## src/rtl/control_sequencer_if.sv

```systemverilog
// Control-unit bus: opcode and flags in from the IR/flags registers, control word and
// sequencing status out to the datapath.
interface control_sequencer_if;
    logic [3:0]  opcode;
    logic        cf;
    logic        zf;
    logic [15:0] cw;
    logic [2:0]  step;
    logic        halted;

    // Sequencer side.
    modport master (
        input  opcode,
        input  cf,
        input  zf,
        output cw,
        output step,
        output halted
    );

    // Datapath side.
    modport slave (
        output opcode,
        output cf,
        output zf,
        input  cw,
        input  step,
        input  halted
    );
endinterface

```

## src/rtl/control_sequencer.sv

```systemverilog
// Microcode control unit: walks each instruction through T-states T0..T4 and drives the
// datapath control word from the current step, opcode and flags.
module control_sequencer #(
    parameter int unsigned FAST_FETCH = 0,
    parameter int unsigned INI        = 0
) (
    input  logic                  clk,
    input  logic                  clrbar,
    control_sequencer_if.master   bus
);

    // Control word bit positions.
    localparam logic [15:0] CwHlt = 16'h8000;
    localparam logic [15:0] CwMi  = 16'h4000;
    localparam logic [15:0] CwRi  = 16'h2000;
    localparam logic [15:0] CwRo  = 16'h1000;
    localparam logic [15:0] CwIo  = 16'h0800;
    localparam logic [15:0] CwIi  = 16'h0400;
    localparam logic [15:0] CwAi  = 16'h0200;
    localparam logic [15:0] CwAo  = 16'h0100;
    localparam logic [15:0] CwEo  = 16'h0080;
    localparam logic [15:0] CwSu  = 16'h0040;
    localparam logic [15:0] CwBi  = 16'h0020;
    localparam logic [15:0] CwOi  = 16'h0010;
    localparam logic [15:0] CwCe  = 16'h0008;
    localparam logic [15:0] CwCo  = 16'h0004;
    localparam logic [15:0] CwJ   = 16'h0002;
    localparam logic [15:0] CwFi  = 16'h0001;

    localparam logic [3:0] OpNop = 4'b0000;
    localparam logic [3:0] OpLda = 4'b0001;
    localparam logic [3:0] OpAdd = 4'b0010;
    localparam logic [3:0] OpSub = 4'b0011;
    localparam logic [3:0] OpSta = 4'b0100;
    localparam logic [3:0] OpLdi = 4'b0101;
    localparam logic [3:0] OpJmp = 4'b0110;
    localparam logic [3:0] OpJc  = 4'b0111;
    localparam logic [3:0] OpJz  = 4'b1000;
    localparam logic [3:0] OpOut = 4'b1110;
    localparam logic [3:0] OpHlt = 4'b1111;

    localparam logic [2:0] StepIni = 3'(INI);

    logic [2:0] step_q, step_d;
    logic       halted_q, halted_d;
    logic [2:0] last_step;
    logic [15:0] cw;

    // State register: step counter and halt latch, synchronous active-low clear.
    always_ff @(posedge clk) begin
        if (!clrbar) begin
            step_q   <= StepIni;
            halted_q <= 1'b0;
        end else begin
            step_q   <= step_d;
            halted_q <= halted_d;
        end
    end

    // Next state: advance or wrap to T0, freeze once halted.
    always_comb begin
        last_step = 3'd4;
        if (FAST_FETCH != 0) begin
            unique case (bus.opcode)
                OpLda, OpSta: last_step = 3'd3;
                OpAdd, OpSub: last_step = 3'd4;
                default:      last_step = 3'd2;
            endcase
        end

        step_d   = step_q;
        halted_d = halted_q;
        if (!halted_q) begin
            if (bus.opcode == OpHlt && step_q == 3'd2) begin
                // Step stays at T2 so the halted state shows where it stopped.
                halted_d = 1'b1;
            end else if (step_q >= last_step) begin
                step_d = 3'd0;
            end else begin
                step_d = step_q + 3'd1;
            end
        end
    end

    // Output decode: control word for the current microstep.
    always_comb begin
        cw = 16'h0000;
        if (!clrbar) begin
            cw = 16'h0000;
        end else if (halted_q) begin
            cw = CwHlt;
        end else begin
            case (step_q)
                3'd0: cw = CwCo | CwMi;
                3'd1: cw = CwRo | CwIi | CwCe;
                3'd2: begin
                    case (bus.opcode)
                        OpLda, OpAdd, OpSub: cw = CwIo | CwMi;
                        OpSta:               cw = CwIo | CwMi;
                        OpLdi:               cw = CwIo | CwAi;
                        OpJmp:               cw = CwIo | CwJ;
                        // Flags only matter here; conditional jumps fall through as NOP.
                        OpJc:                cw = bus.cf ? (CwIo | CwJ) : 16'h0000;
                        OpJz:                cw = bus.zf ? (CwIo | CwJ) : 16'h0000;
                        OpOut:               cw = CwAo | CwOi;
                        OpHlt:               cw = CwHlt;
                        OpNop:               cw = 16'h0000;
                        default:             cw = 16'h0000;
                    endcase
                end
                3'd3: begin
                    case (bus.opcode)
                        OpLda:        cw = CwRo | CwAi;
                        OpAdd, OpSub: cw = CwRo | CwBi;
                        OpSta:        cw = CwAo | CwRi;
                        default:      cw = 16'h0000;
                    endcase
                end
                3'd4: begin
                    case (bus.opcode)
                        OpAdd:   cw = CwEo | CwAi | CwFi;
                        OpSub:   cw = CwEo | CwSu | CwAi | CwFi;
                        default: cw = 16'h0000;
                    endcase
                end
                default: cw = 16'h0000;
            endcase
        end
    end

    assign bus.cw     = cw;
    assign bus.step   = step_q;
    assign bus.halted = halted_q;

endmodule

```

## src/flat_wrapper.sv

```systemverilog
// flat-port wrapper written by rule: the top's interface ports become plain ports
module control_sequencer_flat 
#(
    parameter int unsigned FAST_FETCH = 0,
    parameter int unsigned INI        = 0
)
  (clk, clrbar, bus_opcode, bus_cf, bus_zf, bus_cw, bus_step, bus_halted);
  control_sequencer_if bus_i ();
  input  logic clk;
  input  logic clrbar;
  input wire logic [$bits(bus_i.opcode)-1:0] bus_opcode;
  input wire logic [$bits(bus_i.cf)-1:0] bus_cf;
  input wire logic [$bits(bus_i.zf)-1:0] bus_zf;
  output wire logic [$bits(bus_i.cw)-1:0] bus_cw;
  output wire logic [$bits(bus_i.step)-1:0] bus_step;
  output wire logic [$bits(bus_i.halted)-1:0] bus_halted;
  assign bus_i.opcode = bus_opcode;
  assign bus_i.cf = bus_cf;
  assign bus_i.zf = bus_zf;
  assign bus_cw = bus_i.cw;
  assign bus_step = bus_i.step;
  assign bus_halted = bus_i.halted;
  control_sequencer #(.FAST_FETCH(FAST_FETCH), .INI(INI)) u_core (.clk(clk), .clrbar(clrbar), .bus(bus_i));
endmodule
```

## config.mk

```make
export PLATFORM = sky130hd
export DESIGN_NAME = control_sequencer_flat
export DESIGN_NICKNAME = d
export VERILOG_FILES = /design/src/rtl/control_sequencer_if.sv /design/src/rtl/control_sequencer.sv /design/src/flat_wrapper.sv
export SDC_FILE = /design/constraint.sdc
export NUM_CORES = 1
export LEC_CHECK = 0
export CORE_MARGIN = 10
export CORE_UTILIZATION = 42
export CTS_BUF_LIST = sky130_fd_sc_hd__clkbuf_2
export CTS_CLUSTER_DIAMETER = 150
export DETAILED_ROUTE_END_ITERATION = 16
export PLACE_DENSITY = 0.82
export SYNTH_ARGS = -nofsm -noshare
export SYNTH_HDL_FRONTEND = slang
export SYNTH_SLANG_ARGS = --single-unit
```

## constraint.sdc

```tcl
create_clock -name clk -period 1.65 [get_ports clk]
set_input_delay 0.165 -clock clk [delete_from_list [all_inputs] [get_ports clk]]
set_output_delay 0.165 -clock clk [all_outputs]
set_load 0.02 [all_outputs]
```

==> impl_metrics.env <==
export IMPL_dp_hpwl_mm=1.76
export IMPL_netlist_area_um2=596
export IMPL_finalClockSkew_ps=12.9
export IMPL_yosys_warnings=0
export IMPL_seqPwrFrac_pct=17.2
export IMPL_yosysTopAreaCell="dfxtp_1"
export IMPL_crit_required_ps=1480
export IMPL_mostFrequentLayoutCell="buf_4"
export IMPL_p_comb_share_pct=69.8
export IMPL_use_met1_pct=15.0
export IMPL_std_cell_rows=13
export IMPL_slew_headroom_pct=74.5
export IMPL_nNetsFinal=145
export IMPL_ant_nets=0
export IMPL_via_per_inst=6.27
export IMPL_die_area_um2=3320
export IMPL_finalWorstSetupSlack_ps=-156
export IMPL_power_frac_clock_pct=13.0
export IMPL_drv_slew=0
export IMPL_p_sw_uw=349
export IMPL_core_area_um2=1320
export IMPL_initial_utilization_pct=45.2
export IMPL_seq_area_frac_synth_pct=13.4
export IMPL_grt_start_max_net_pins=10
export IMPL_utilization_pct=91.4
export IMPL_cts_sinks=4
export IMPL_layout_drive_gt1_share_pct=58.5
export IMPL_fin_crit_sh_pct=109
export IMPL_hold_class="primary input to flop"
export IMPL_timing_hold_ws_ps=409
export IMPL_synth_cell_type_count=37
export IMPL_syn_nets=88
export IMPL_grt_pass1_vias=828
export IMPL_intPower_uw=433
export IMPL_diodes=0
export IMPL_hold_buffers=0
export IMPL_cp_arrival_ps=1640
export IMPL_fillers=49
export IMPL_vias=909
export IMPL_cts_max_level=1
export IMPL_antenna_found_initial=0
export IMPL_ff_latch_area_um2=87.6
export IMPL_drt_iter0_drc=70
export IMPL_final_cell_mix="buf_4, nand2_1, clkbuf_2, clkdlybuf4s50_1"
export IMPL_synth_top_area_share_pct=13.4
export IMPL_route_detailed_drc=0
export IMPL_wl_per_cell_um=23.0
export IMPL_setup_worst_path_start_class="flop"
export IMPL_finalHoldViolCount=0
export IMPL_portBuffers=27
export IMPL_ys_ff_latch=4
export IMPL_clock_fmax_mhz=554
export IMPL_grt_use_total_pct=13.2
export IMPL_report_power_total_uw=782
export IMPL_clk_path_buf_depth=2
export IMPL_critPathMaxFanout=4
export IMPL_pin_count=28
export IMPL_grt_pass1_wl_mm=3.75
export IMPL_peakVddDrop_v=0.000425
export IMPL_fin_crit_ps=1810
export IMPL_multi_input_area_um2=593
export IMPL_clk_pin_slew_ps=60
export IMPL_dpl_worst_slack_ps=-713
export IMPL_die_w_um=57.7
export IMPL_violations="setup timing"
export IMPL_cts_tree="built"
export IMPL_dr_pass1_iters=4
export IMPL_synth_cells=75
export IMPL_grt_overflow=0
export IMPL_path_class="flop to primary output"
export IMPL_ys_top_cells_by_area="dfxtp_1, ha_1, buf_6"
export IMPL_wirelength_mm=3.34
export IMPL_p_per_area_nw_per_um2=650
export IMPL_setup_viol=8
export IMPL_gp_congestion=0.819
export IMPL_rsz0062_at_grt="true"
export IMPL_crit_path_end_kind="primary output"
export IMPL_clk_insertion_delay_late_ps=230
export IMPL_top_usage_layer="met2"
export IMPL_root_buffer="clkbuf_2"
export IMPL_leakage_nw=0.555
export IMPL_status="complete, but fails checks"
export IMPL_power_switching_share_pct=44.7
export IMPL_reg2reg_setup_slack_ps=90
export IMPL_max_cap_viol_count=0
export IMPL_grt_util_met2_pct=22.4
export IMPL_syn2layout_area_growth_pct=102
export IMPL_numCtsBuffers=3
export IMPL_die_h_um=57.7
export IMPL_grt_use_met3_pct=5.01
export IMPL_worst_pin_slew_ps=382
export IMPL_syn_mean_instance_area_um2=7.94
[worst max-delay path, cell delays in order, from the launching register on]
cell and delay [ps]:
dfxtp_4 390, ha_1 210, ha_4 180, nand2_1 120, o21a_1 210, nor3_2 130
buf_4 170
[logic make-up after synthesis]
kind of cell    Yosys count  synth area share [%]
buf+inv                  10                  11.3
xor+xnor                  1                  1.47
mux                       1                  1.89
flops                     4                  13.4
compound gates           14                  19.3
simple gates             40                  42.0
fa+ha+maj                 5                  10.5
[synth_stat cells, drive strengths merged]
master,instances
nand2b,2
nor2b,3
a2111oi,1
dfxtp,4
nand4b,1
nor3b,2
a31oi,2
xnor2,1
inv,5
nand2,7
buf,5
nand3b,2
nor4,1
o21bai,1
o21a,1
o21ai,3
a32o,1
a2bb2oi,1
nor2,5
and3,5
o211ai,1
nand3,1
and2b,2
nor4b,1
a21oi,3
and2,2
mux2,1
nor3,2
ha,5
nand4,4
[power groups by stage]
stage / Combinational, mW / Clock (mW) / Sequential [mW]
after floorplan: 0.185 / 0 / 0.144
after global placement: 0.386 / 0 / 0.124
after detailed placement: 0.401 / 0 / 0.125
after CTS: 0.442 / 0.0850 / 0.130
after global routing: 0.574 / 0.109 / 0.136
final: 0.546 / 0.102 / 0.135
[layout make-up]
cell class	count	area share [%]
tap	15	1.56
clock buffer	3	1.25
inverter	5	2.18
sequential	4	7.28
timing repair buffer	57	38.5
multi-input combinational	61	49.3
[per-stage QoR]
step	instance area (um^2)	cells	TNS (ps)
3_3_place_gp	1060	139	-7690
4_1_cts	1110	144	-55.6
2_1_floorplan	619	75	-161
6_report	1200	145	-692
3_5_place_dp	1060	139	-8470
5_1_grt	1200	145	-1290
[per-layer routing]
layer | wire length (um) | share of wire (%)
met5 | 0 | 0
met4 | 257 | 7.7
met3 | 310 | 9.3
met2 | 1620 | 48
met1 | 1150 | 35
[sequential cells by signal, summed over array words and instances, names as in the netlist]
signal,count
u_core.bus.step,3
u_core.bus.halted,1
[final timing paths]
check,to,cells after the start,startpoint
setup / recovery,bus_cw[8],6,u_core.bus.step[1]
hold / removal,u_core.bus.step[0],4,clrbar
setup reg to reg,u_core.bus.step[1],8,u_core.bus.step[0]
hold reg to reg,u_core.bus.step[0],4,u_core.bus.step[0]
[what timing repair did]
item,4_1_cts,5_1_grt
setup endpoints to repair,16,16
pin swaps,5,7
setup buffers,2,2
gates resized for setup,87,25
No activity file was read; power rests on OpenSTA's default activity.
